<file path="src/rtl/ufr_pkg.sv">
// Shared definitions for the pipelined R-type functional unit:
// operation encodings, the ADD4/SUB4 immediate and default widths.
package ufr_pkg;

    typedef enum logic [2:0] {
        UFOP_ADD  = 3'b000,
        UFOP_SUB  = 3'b001,
        UFOP_SLT  = 3'b010,
        UFOP_CMP  = 3'b011,
        UFOP_ADD4 = 3'b100,
        UFOP_SUB4 = 3'b101
    } ufop_e;

    localparam int unsigned UFR_IMM4   = 4;
    localparam int          UFR_TAG_W  = 4;
    localparam int          UFR_DATA_W = 16;

endpackage

</file>
<file path="src/rtl/ufr_if.sv">
// Reservation-station issue port and CDB request port of the functional unit.
// The master side is the RS/CDB arbiter; the slave side is the unit itself.
interface ufr_if
    import ufr_pkg::*;
#(
    parameter int DATA_W = UFR_DATA_W,
    parameter int TAG_W  = UFR_TAG_W
);

    logic              in_valid;
    logic              in_ready;
    logic [DATA_W-1:0] in_A;
    logic [DATA_W-1:0] in_B;
    logic [2:0]        in_Ufop;
    logic [TAG_W-1:0]  in_tag;

    logic              out_valid;
    logic [DATA_W-1:0] out_Q;
    logic [TAG_W-1:0]  out_tag;
    logic              out_err;
    logic              cdb_grant;

    modport master (
        output in_valid, in_A, in_B, in_Ufop, in_tag, cdb_grant,
        input  in_ready, out_valid, out_Q, out_tag, out_err
    );

    modport slave (
        input  in_valid, in_A, in_B, in_Ufop, in_tag, cdb_grant,
        output in_ready, out_valid, out_Q, out_tag, out_err
    );

endinterface

</file>
<file path="src/rtl/ufr_alu.sv">
// Combinational result/err computation of the R-type unit; all results
// wrap modulo 2^DATA_W, SLT signedness chosen by SLT_SIGNED.
module ufr_alu
    import ufr_pkg::*;
#(
    parameter int DATA_W     = UFR_DATA_W,
    parameter int SLT_SIGNED = 0
) (
    input  logic [DATA_W-1:0] a,
    input  logic [DATA_W-1:0] b,
    input  logic [2:0]        ufop,
    output logic [DATA_W-1:0] q,
    output logic              err
);

    localparam logic [DATA_W-1:0] IMM4 = DATA_W'(UFR_IMM4);

    logic less;

    generate
        if (SLT_SIGNED != 0) begin : g_slt_signed
            assign less = $signed(a) < $signed(b);
        end else begin : g_slt_unsigned
            assign less = a < b;
        end
    endgenerate

    always_comb begin
        q   = '0;
        err = 1'b0;
        case (ufop)
            UFOP_ADD:  q = a + b;
            UFOP_SUB:  q = a - b;
            UFOP_SLT:  q = DATA_W'(less);
            UFOP_CMP:  q = DATA_W'(a == b);
            UFOP_ADD4: q = b + IMM4;
            UFOP_SUB4: q = b - IMM4;
            default:   err = 1'b1;
        endcase
    end

endmodule

</file>
<file path="src/rtl/unidade_funcional_r_pipe.sv">
// Pipelined R-type functional unit: result computed into stage 1, then
// carried through LATENCY (1..8) stages and held for the CDB until granted.
// Optional macro UFR_FLUSH_EN adds a flush input that drops in-flight ops.
module unidade_funcional_r_pipe
    import ufr_pkg::*;
#(
    parameter int DATA_W     = UFR_DATA_W,
    parameter int TAG_W      = UFR_TAG_W,
    parameter int LATENCY    = 2,
    parameter int SLT_SIGNED = 0
) (
    input  logic  clk,
    input  logic  rst,
`ifdef UFR_FLUSH_EN
    input  logic  flush,
`endif
    ufr_if.slave  bus,
    output logic  busy
);

    logic [LATENCY-1:0] stage_valid;
    logic [DATA_W-1:0]  stage_q   [LATENCY];
    logic [TAG_W-1:0]   stage_tag [LATENCY];
    logic [LATENCY-1:0] stage_err;

    logic [DATA_W-1:0]  alu_q;
    logic               alu_err;
    logic               stall;
    logic               accept;
    logic               flush_now;

`ifdef UFR_FLUSH_EN
    assign flush_now = flush;
`else
    assign flush_now = 1'b0;
`endif

    ufr_alu #(
        .DATA_W     (DATA_W),
        .SLT_SIGNED (SLT_SIGNED)
    ) u_alu (
        .a    (bus.in_A),
        .b    (bus.in_B),
        .ufop (bus.in_Ufop),
        .q    (alu_q),
        .err  (alu_err)
    );

    // A result waiting for the CDB freezes the whole pipe, bubbles included.
    assign stall        = stage_valid[LATENCY-1] && !bus.cdb_grant;
    assign bus.in_ready = !stall && !flush_now;
    assign accept       = bus.in_valid && bus.in_ready;

    always_ff @(posedge clk or posedge rst) begin
        if (rst) begin
            stage_valid <= '0;
        end else if (flush_now) begin
            stage_valid <= '0;
        end else if (!stall) begin
            stage_valid[0] <= accept;
            for (int i = 1; i < LATENCY; i++) begin
                stage_valid[i] <= stage_valid[i-1];
            end
        end
    end

    // Data registers are left untouched by a flush; only validity is dropped.
    always_ff @(posedge clk or posedge rst) begin
        if (rst) begin
            stage_err <= '0;
            for (int i = 0; i < LATENCY; i++) begin
                stage_q[i]   <= '0;
                stage_tag[i] <= '0;
            end
        end else if (!stall && !flush_now) begin
            if (accept) begin
                stage_q[0]   <= alu_q;
                stage_tag[0] <= bus.in_tag;
                stage_err[0] <= alu_err;
            end
            for (int i = 1; i < LATENCY; i++) begin
                stage_q[i]   <= stage_q[i-1];
                stage_tag[i] <= stage_tag[i-1];
                stage_err[i] <= stage_err[i-1];
            end
        end
    end

    assign bus.out_valid = stage_valid[LATENCY-1];
    assign bus.out_Q     = stage_q[LATENCY-1];
    assign bus.out_tag   = stage_tag[LATENCY-1];
    assign bus.out_err   = stage_err[LATENCY-1];
    assign busy          = |stage_valid;

endmodule

</file>
<file path="src/flat_wrapper.sv">
// flat-port wrapper written by rule: the top's interface ports become plain ports
module unidade_funcional_r_pipe_flat import ufr_pkg::*;
#(
    parameter int DATA_W     = UFR_DATA_W,
    parameter int TAG_W      = UFR_TAG_W,
    parameter int LATENCY    = 2,
    parameter int SLT_SIGNED = 0
)
  (clk, rst, busy, bus_in_valid, bus_in_A, bus_in_B, bus_in_Ufop, bus_in_tag, bus_cdb_grant, bus_in_ready, bus_out_valid, bus_out_Q, bus_out_tag, bus_out_err);
  ufr_if #(.DATA_W(DATA_W), .TAG_W(TAG_W)) bus_i ();
  input  logic clk;
  input  logic rst;
  output logic busy;
  input wire logic [$bits(bus_i.in_valid)-1:0] bus_in_valid;
  input wire logic [$bits(bus_i.in_A)-1:0] bus_in_A;
  input wire logic [$bits(bus_i.in_B)-1:0] bus_in_B;
  input wire logic [$bits(bus_i.in_Ufop)-1:0] bus_in_Ufop;
  input wire logic [$bits(bus_i.in_tag)-1:0] bus_in_tag;
  input wire logic [$bits(bus_i.cdb_grant)-1:0] bus_cdb_grant;
  output wire logic [$bits(bus_i.in_ready)-1:0] bus_in_ready;
  output wire logic [$bits(bus_i.out_valid)-1:0] bus_out_valid;
  output wire logic [$bits(bus_i.out_Q)-1:0] bus_out_Q;
  output wire logic [$bits(bus_i.out_tag)-1:0] bus_out_tag;
  output wire logic [$bits(bus_i.out_err)-1:0] bus_out_err;
  assign bus_i.in_valid = bus_in_valid;
  assign bus_i.in_A = bus_in_A;
  assign bus_i.in_B = bus_in_B;
  assign bus_i.in_Ufop = bus_in_Ufop;
  assign bus_i.in_tag = bus_in_tag;
  assign bus_i.cdb_grant = bus_cdb_grant;
  assign bus_in_ready = bus_i.in_ready;
  assign bus_out_valid = bus_i.out_valid;
  assign bus_out_Q = bus_i.out_Q;
  assign bus_out_tag = bus_i.out_tag;
  assign bus_out_err = bus_i.out_err;
  unidade_funcional_r_pipe #(.DATA_W(DATA_W), .TAG_W(TAG_W), .LATENCY(LATENCY), .SLT_SIGNED(SLT_SIGNED)) u_core (.clk(clk), .rst(rst), .bus(bus_i), .busy(busy));
endmodule
</file>
<file path="config.mk">
export PLATFORM = sky130hd
export DESIGN_NAME = unidade_funcional_r_pipe_flat
export DESIGN_NICKNAME = d
export VERILOG_FILES = /design/src/rtl/ufr_pkg.sv /design/src/rtl/ufr_if.sv /design/src/rtl/ufr_alu.sv /design/src/rtl/unidade_funcional_r_pipe.sv /design/src/flat_wrapper.sv
export SDC_FILE = /design/constraint.sdc
export NUM_CORES = 1
export LEC_CHECK = 0
export CORE_UTILIZATION = 58
export CTS_CLUSTER_DIAMETER = 200
export CTS_CLUSTER_SIZE = 40
export DETAILED_ROUTE_END_ITERATION = 8
export PLACE_DENSITY = 0.86
export SETUP_SLACK_MARGIN = 0.05
export SYNTH_ARGS = -nofsm -noshare
export SYNTH_HDL_FRONTEND = slang
export SYNTH_SLANG_ARGS = --single-unit
</file>
<file path="constraint.sdc">
create_clock -name clk -period 3.5 [get_ports clk]
set_input_delay 0.7 -clock clk [delete_from_list [all_inputs] [get_ports clk]]
set_output_delay 0.7 -clock clk [all_outputs]
set_load 0.01 [all_outputs]
</file>
After elaboration in Yosys (flattened, before gate mapping)
Cells that the tools add are included.
- register bits after elaboration: 44
- add/subtract/negate cells: 4
- magnitude comparators: 1
- eq/ne operators: 6
- multiplexer cells: 2
- bitwise operators: 1
- reduce and logical (&&, ||, !) cells: 8
- operator list (operator ; number):
    $pmux 16 s6 ; 1
    $add 16x16->16 ; 1
    $add 16x3->16 const B ; 1
    $eq 16x16->1 ; 1
    $lt 16x16->1 ; 1
    $sub 16x16->16 ; 1
    $sub 16x3->16 const B ; 1
    $eq 3x2->1 const B ; 2
    $eq 3x3->1 const B ; 2
    $reduce_or 6->1 ; 1
    $eq 3x1->1 const B ; 1
    $logic_not 3->1 ; 1
    $logic_and 1x1->1 ; 2
    $logic_not 1->1 ; 2
    $reduce_and 2->1 ; 1
    $reduce_or 2->1 ; 1
    $mux 1 ; 1
    $not 1->1 ; 1

Longest topological paths before layout
- word-level depth: 5
- depth in mapped cells: 13

Cells and area by module
A second synthesis with hierarchy kept.
- cell total of the unflattened synthesis: 480
- area total of the unflattened synthesis: 4367.9 um^2
- modules (own cells, without submodules) (module ; instances ; cells each ; area an instance (um^2) ; seq. area each (um^2)):
    ufr_alu ; 1 ; 361 ; 2466.1 ; 0.0
    unidade_funcional_r_pipe ; 1 ; 119 ; 1901.8 ; 1101.1

Worst setup path before layout
No wires, ideal clock.
- path type: input to register
- start: in bus_in_Ufop[0]
- end: reg u_core.stage_q[30] in the netlist's numbering
- setup time: 0.130 ns
- arrival time: 2.848 ns
- required time: 3.370 ns
- path slack: 0.522 ns
- stages: 13
- path buffers: 3
- cell sequence: clkbuf_1 nand3b_1 clkbuf_1 xnor2_1 ha_1 clkbuf_1 nor4_1 nand2_1 o31ai_1 o41ai_1 xor2_1 a22oi_1 o21ai_1
- cells in the longest elaborated chain, start to end: 2
- elaborated cells between the ends (all ways): 7
- those cells by class: eq/ne: 5; mux: 1; reduce/logical: 1
- RTL lines (what ; line ; RTL):
    from (decl) ; flat_wrapper.sv:17 ; input wire logic [$bits(bus_i.in_Ufop)-1:0] bus_in_Ufop;
    $eq 3x3->1, or another cell as far along ; ufr_alu.sv:31 ; case (ufop)
    $pmux 16 s6 (*) ; ufr_alu.sv:31 ;
    to (signal, indexed assignment) ; unidade_funcional_r_pipe.sv:82 ; stage_q[i] <= stage_q[i-1];
    to (decl) ; unidade_funcional_r_pipe.sv:22 ; logic [DATA_W-1:0] stage_q [LATENCY];
Every way passes the cells marked *; elsewhere a longest branch is shown, timed or not.
A chain may end at the register's enable or synchronous reset.

Worst setup path after layout
- start: in bus_in_B[13]
- end: reg u_core.stage_q[31] in the netlist's numbering
- cells in the longest elaborated chain, start to end: 2
- elaborated cells between the ends (all ways): 5
- those cells by class: add/sub: 4; mux: 1
- RTL lines (what ; line ; RTL):
    from (decl) ; flat_wrapper.sv:16 ; input wire logic [$bits(bus_i.in_B)-1:0] bus_in_B;
    $sub 16x3->16, or another cell as far along ; ufr_alu.sv:37 ; UFOP_SUB4: q = b - IMM4;
    $pmux 16 s6 (*) ; ufr_alu.sv:31 ;
Marks and branches as above.

==> impl_metrics.json <==
{
  "period_share_pct": 91.0,
  "drive_gt1_share_pct": 8.12,
  "setup_viol": 0,
  "final_nets": 619,
  "clk-insertion-delay-late_ns": 0.30,
  "post-route-min-period_ns": 3.18,
  "dieWidth_um": 84,
  "maxSlewViolCount": 0,
  "place_inst": 611,
  "htree_levels": 2,
  "root_buffer": "clkbuf_8",
  "crit_family": "simple AND/OR/NAND/NOR gates",
  "synth-seq-area-share_pct": 28.2,
  "design.die.area_mm2": 0.00706,
  "syn_area_per_cell_um2": 7.98,
  "cp_slowest_cell": "clkdlybuf4s50_1",
  "gp_congestion": 0.942,
  "drc_errors": 16,
  "fin_skew_ns": 0.0137,
  "cellLeakagePower_uw": 0.00213,
  "max_freq_mhz": 314,
  "synth_cell_types": 59,
  "grt_pass1_wl_um": 16800,
  "dieHeight_um": 84,
  "initial_core_util_pct": 60.7,
  "routed_wl_um": 10300,
  "wl_per_cell_um": 16.7,
  "ys_seq_elements": 44,
  "post_cts_resized": 0,
  "portBuffers": 66,
  "r2r_cells": 7,
  "synth_nets": 567,
  "grt_max_degree": 45,
  "drt_first_iter_violations": 342,
  "total_power_uw": 1740,
  "p_per_area_mw_per_mm2": 369,
  "dr_total_vias": 3723,
  "ys.flop_type": "dfrtp_1",
  "viasPerCell": 6.01,
  "synth_edf_count": 0,
  "relSlewSlack_pct": 64.4,
  "placeableCoreArea_mm2": 0.00642,
  "place_hpwl_um": 8180,
  "worstHoldPathCells": 2,
  "syn_inst": 489,
  "path_cells": "clkdlybuf4s50_1 -> inv_1 -> ha_1 -> nor4_1 -> or4b_1 -> a2bb2oi_1 -> o211ai_1 -> xor2_1 -> o21ai_0",
  "hp-class": "flop to flop",
  "critical_path_buf_inv_count": 2,
  "clock_path_buffers": 2,
  "failed_checks": "design-rule violations",
  "num_rows": 29,
  "final_hold_viol_count": 0,
  "overflow": 0,
  "cp_slowest_stage_delay_ns": 0.61,
  "critPathKind": "input pin to flop",
  "clkTransAtPathRegs_ns": 0.08,
  "antenna_cells": 0,
  "cts_setup_buffers": 0,
  "cts_hold_buf": 0,
  "maxCapViolations": 0,
  "required_ns": 3.66,
  "crit_cells": 9,
  "tritoncts": "built",
  "final_cell_count_no_fill": 619,
  "async_reset_ff_share_pct": 100,
  "syn_area_mm2": 0.00390,
  "grt_usage_pct": 29.9,
  "setup_tns_ns": 0,
  "layout_setup_ws_ns": 0.317,
  "cts_inserted_buffers": 5,
  "first_global_vias": 3562,
  "crit_path_start_kind": "input pin",
  "final_antenna_net_count": 0,
  "antenna_found_initial": 0,
  "worst_pin_slew_ns": 0.526,
  "io_pins": 67,
  "grt_setup_unrepaired": "no",
  "area_delta_synth_final_pct": 20.7,
  "path_max_fanout": 5,
  "ir_worst_vdd_uv": 219,
  "status": "finished with violations",
  "worstSetupEndpointType": "flop",
  "arrival_ns": 3.34,
  "fin_util_pct": 73.3,
  "cts.sinks": 44,
  "ys_warn_count": 0,
  "first_pass_iters": 7,
  "place_ws_ns": 0.0596
}
-- path summary, 6_finish.rpt --
check | endpoint | slack [ns] | startpoint
worst max-delay path | u_core.stage_q[31] | 0.32 | bus_in_B[13]
worst min-delay path | u_core.bus.out_tag[1] | 0.47 | u_core.bus.out_tag[1]
worst max register to register | u_core.stage_q[28] | 1.46 | u_core.stage_valid[1]
worst min register to register | u_core.bus.out_tag[1] | 0.47 | u_core.bus.out_tag[1]
max in group asynchronous | u_core.stage_q[19] | 2.28 | rst
min in group asynchronous | u_core.stage_q[24] | 0.85 | rst
-- logic make-up after synthesis --
kind of cell | Yosys count | share of synthesized area, %
compound gates | 115 | 20.3
xor+xnor | 30 | 6.74
fa+ha+maj | 35 | 11.6
buf+inv | 76 | 9.40
flops | 44 | 28.2
mux | 8 | 2.18
simple gates | 181 | 21.5
-- placed cells by master (no fill, tap or decap), types with 10 or more instances in the layout --
cell type and count:
ha_1 33, a22oi_1 10, nor2_1 29, xnor2_1 26, clkdlybuf4s50_1 66, nand2_1 86
buf_4 27, a21oi_1 15, o21ai_0 22, nor3_1 11, inv_1 28, dfrtp_1 44
-- area by class of cell --
class / count / area, µm²
multi-input combinational: 369 / 2430
fill: 506 / 1720
sequential: 44 / 1100
timing repair buffer: 93 / 863
inverter: 28 / 105
tap: 77 / 96.3
clock buffer: 6 / 72.6
clock inverter: 2 / 35.0
-- flip-flops by register name, summed over array words and instances (netlist names) --
register,cells
u_core.bus.out_tag,4
u_core.stage_tag,4
u_core.bus.out_Q,16
u_core.stage_q,16
u_core.stage_err,2
u_core.stage_valid,2
-- worst min-delay path: stages (launching register included) --
cell	delay (ns)
dfrtp_1	0.35
nand2_1	0.05
nand2_1	0.05
-- power breakdown --
part	internal [µW]	switching [µW]	total, µW
clock	212	169	381
sequential	602	54.3	656
combinational	342	357	699
total	1160	581	1740
-- stage by stage --
step | hold slack [ns] | area (µm²)
finish | 0.468 | 4710
CTS | 0.473 | 4710
floorplan | 0.440 | 3900
global route | 0.502 | 4710
global placement | 0.448 | 4600
detailed placement | 0.456 | 4600
-- routing by layer --
layer	share of wire, %	GRT usage (%)	up-vias
met5	0	0	-
met4	2.0	9.56	0
met3	8.0	3.66	25
met2	46	50.3	183
met1	44	39.9	1723
li1	-	-	1792
-- synth_stat cells, types with 6 or more instances --
master,count,area share [%]
o21ai_0,22,2.8
ha_1,33,11
xnor2_1,26,5.8
clkbuf_1,21,2.0
o21ai_1,6,0.77
nand2_1,86,8.3
a21oi_1,15,1.9
a22oi_1,10,1.9
o31ai_1,6,1.2
nand3_1,9,1.2
inv_1,28,2.7
dfrtp_1,44,28
buf_4,20,3.8
nand2b_1,8,1.3
nor2b_1,8,1.3
nor2_1,29,2.8
nor3_1,11,1.4
(Power assumes the default switching activity.)
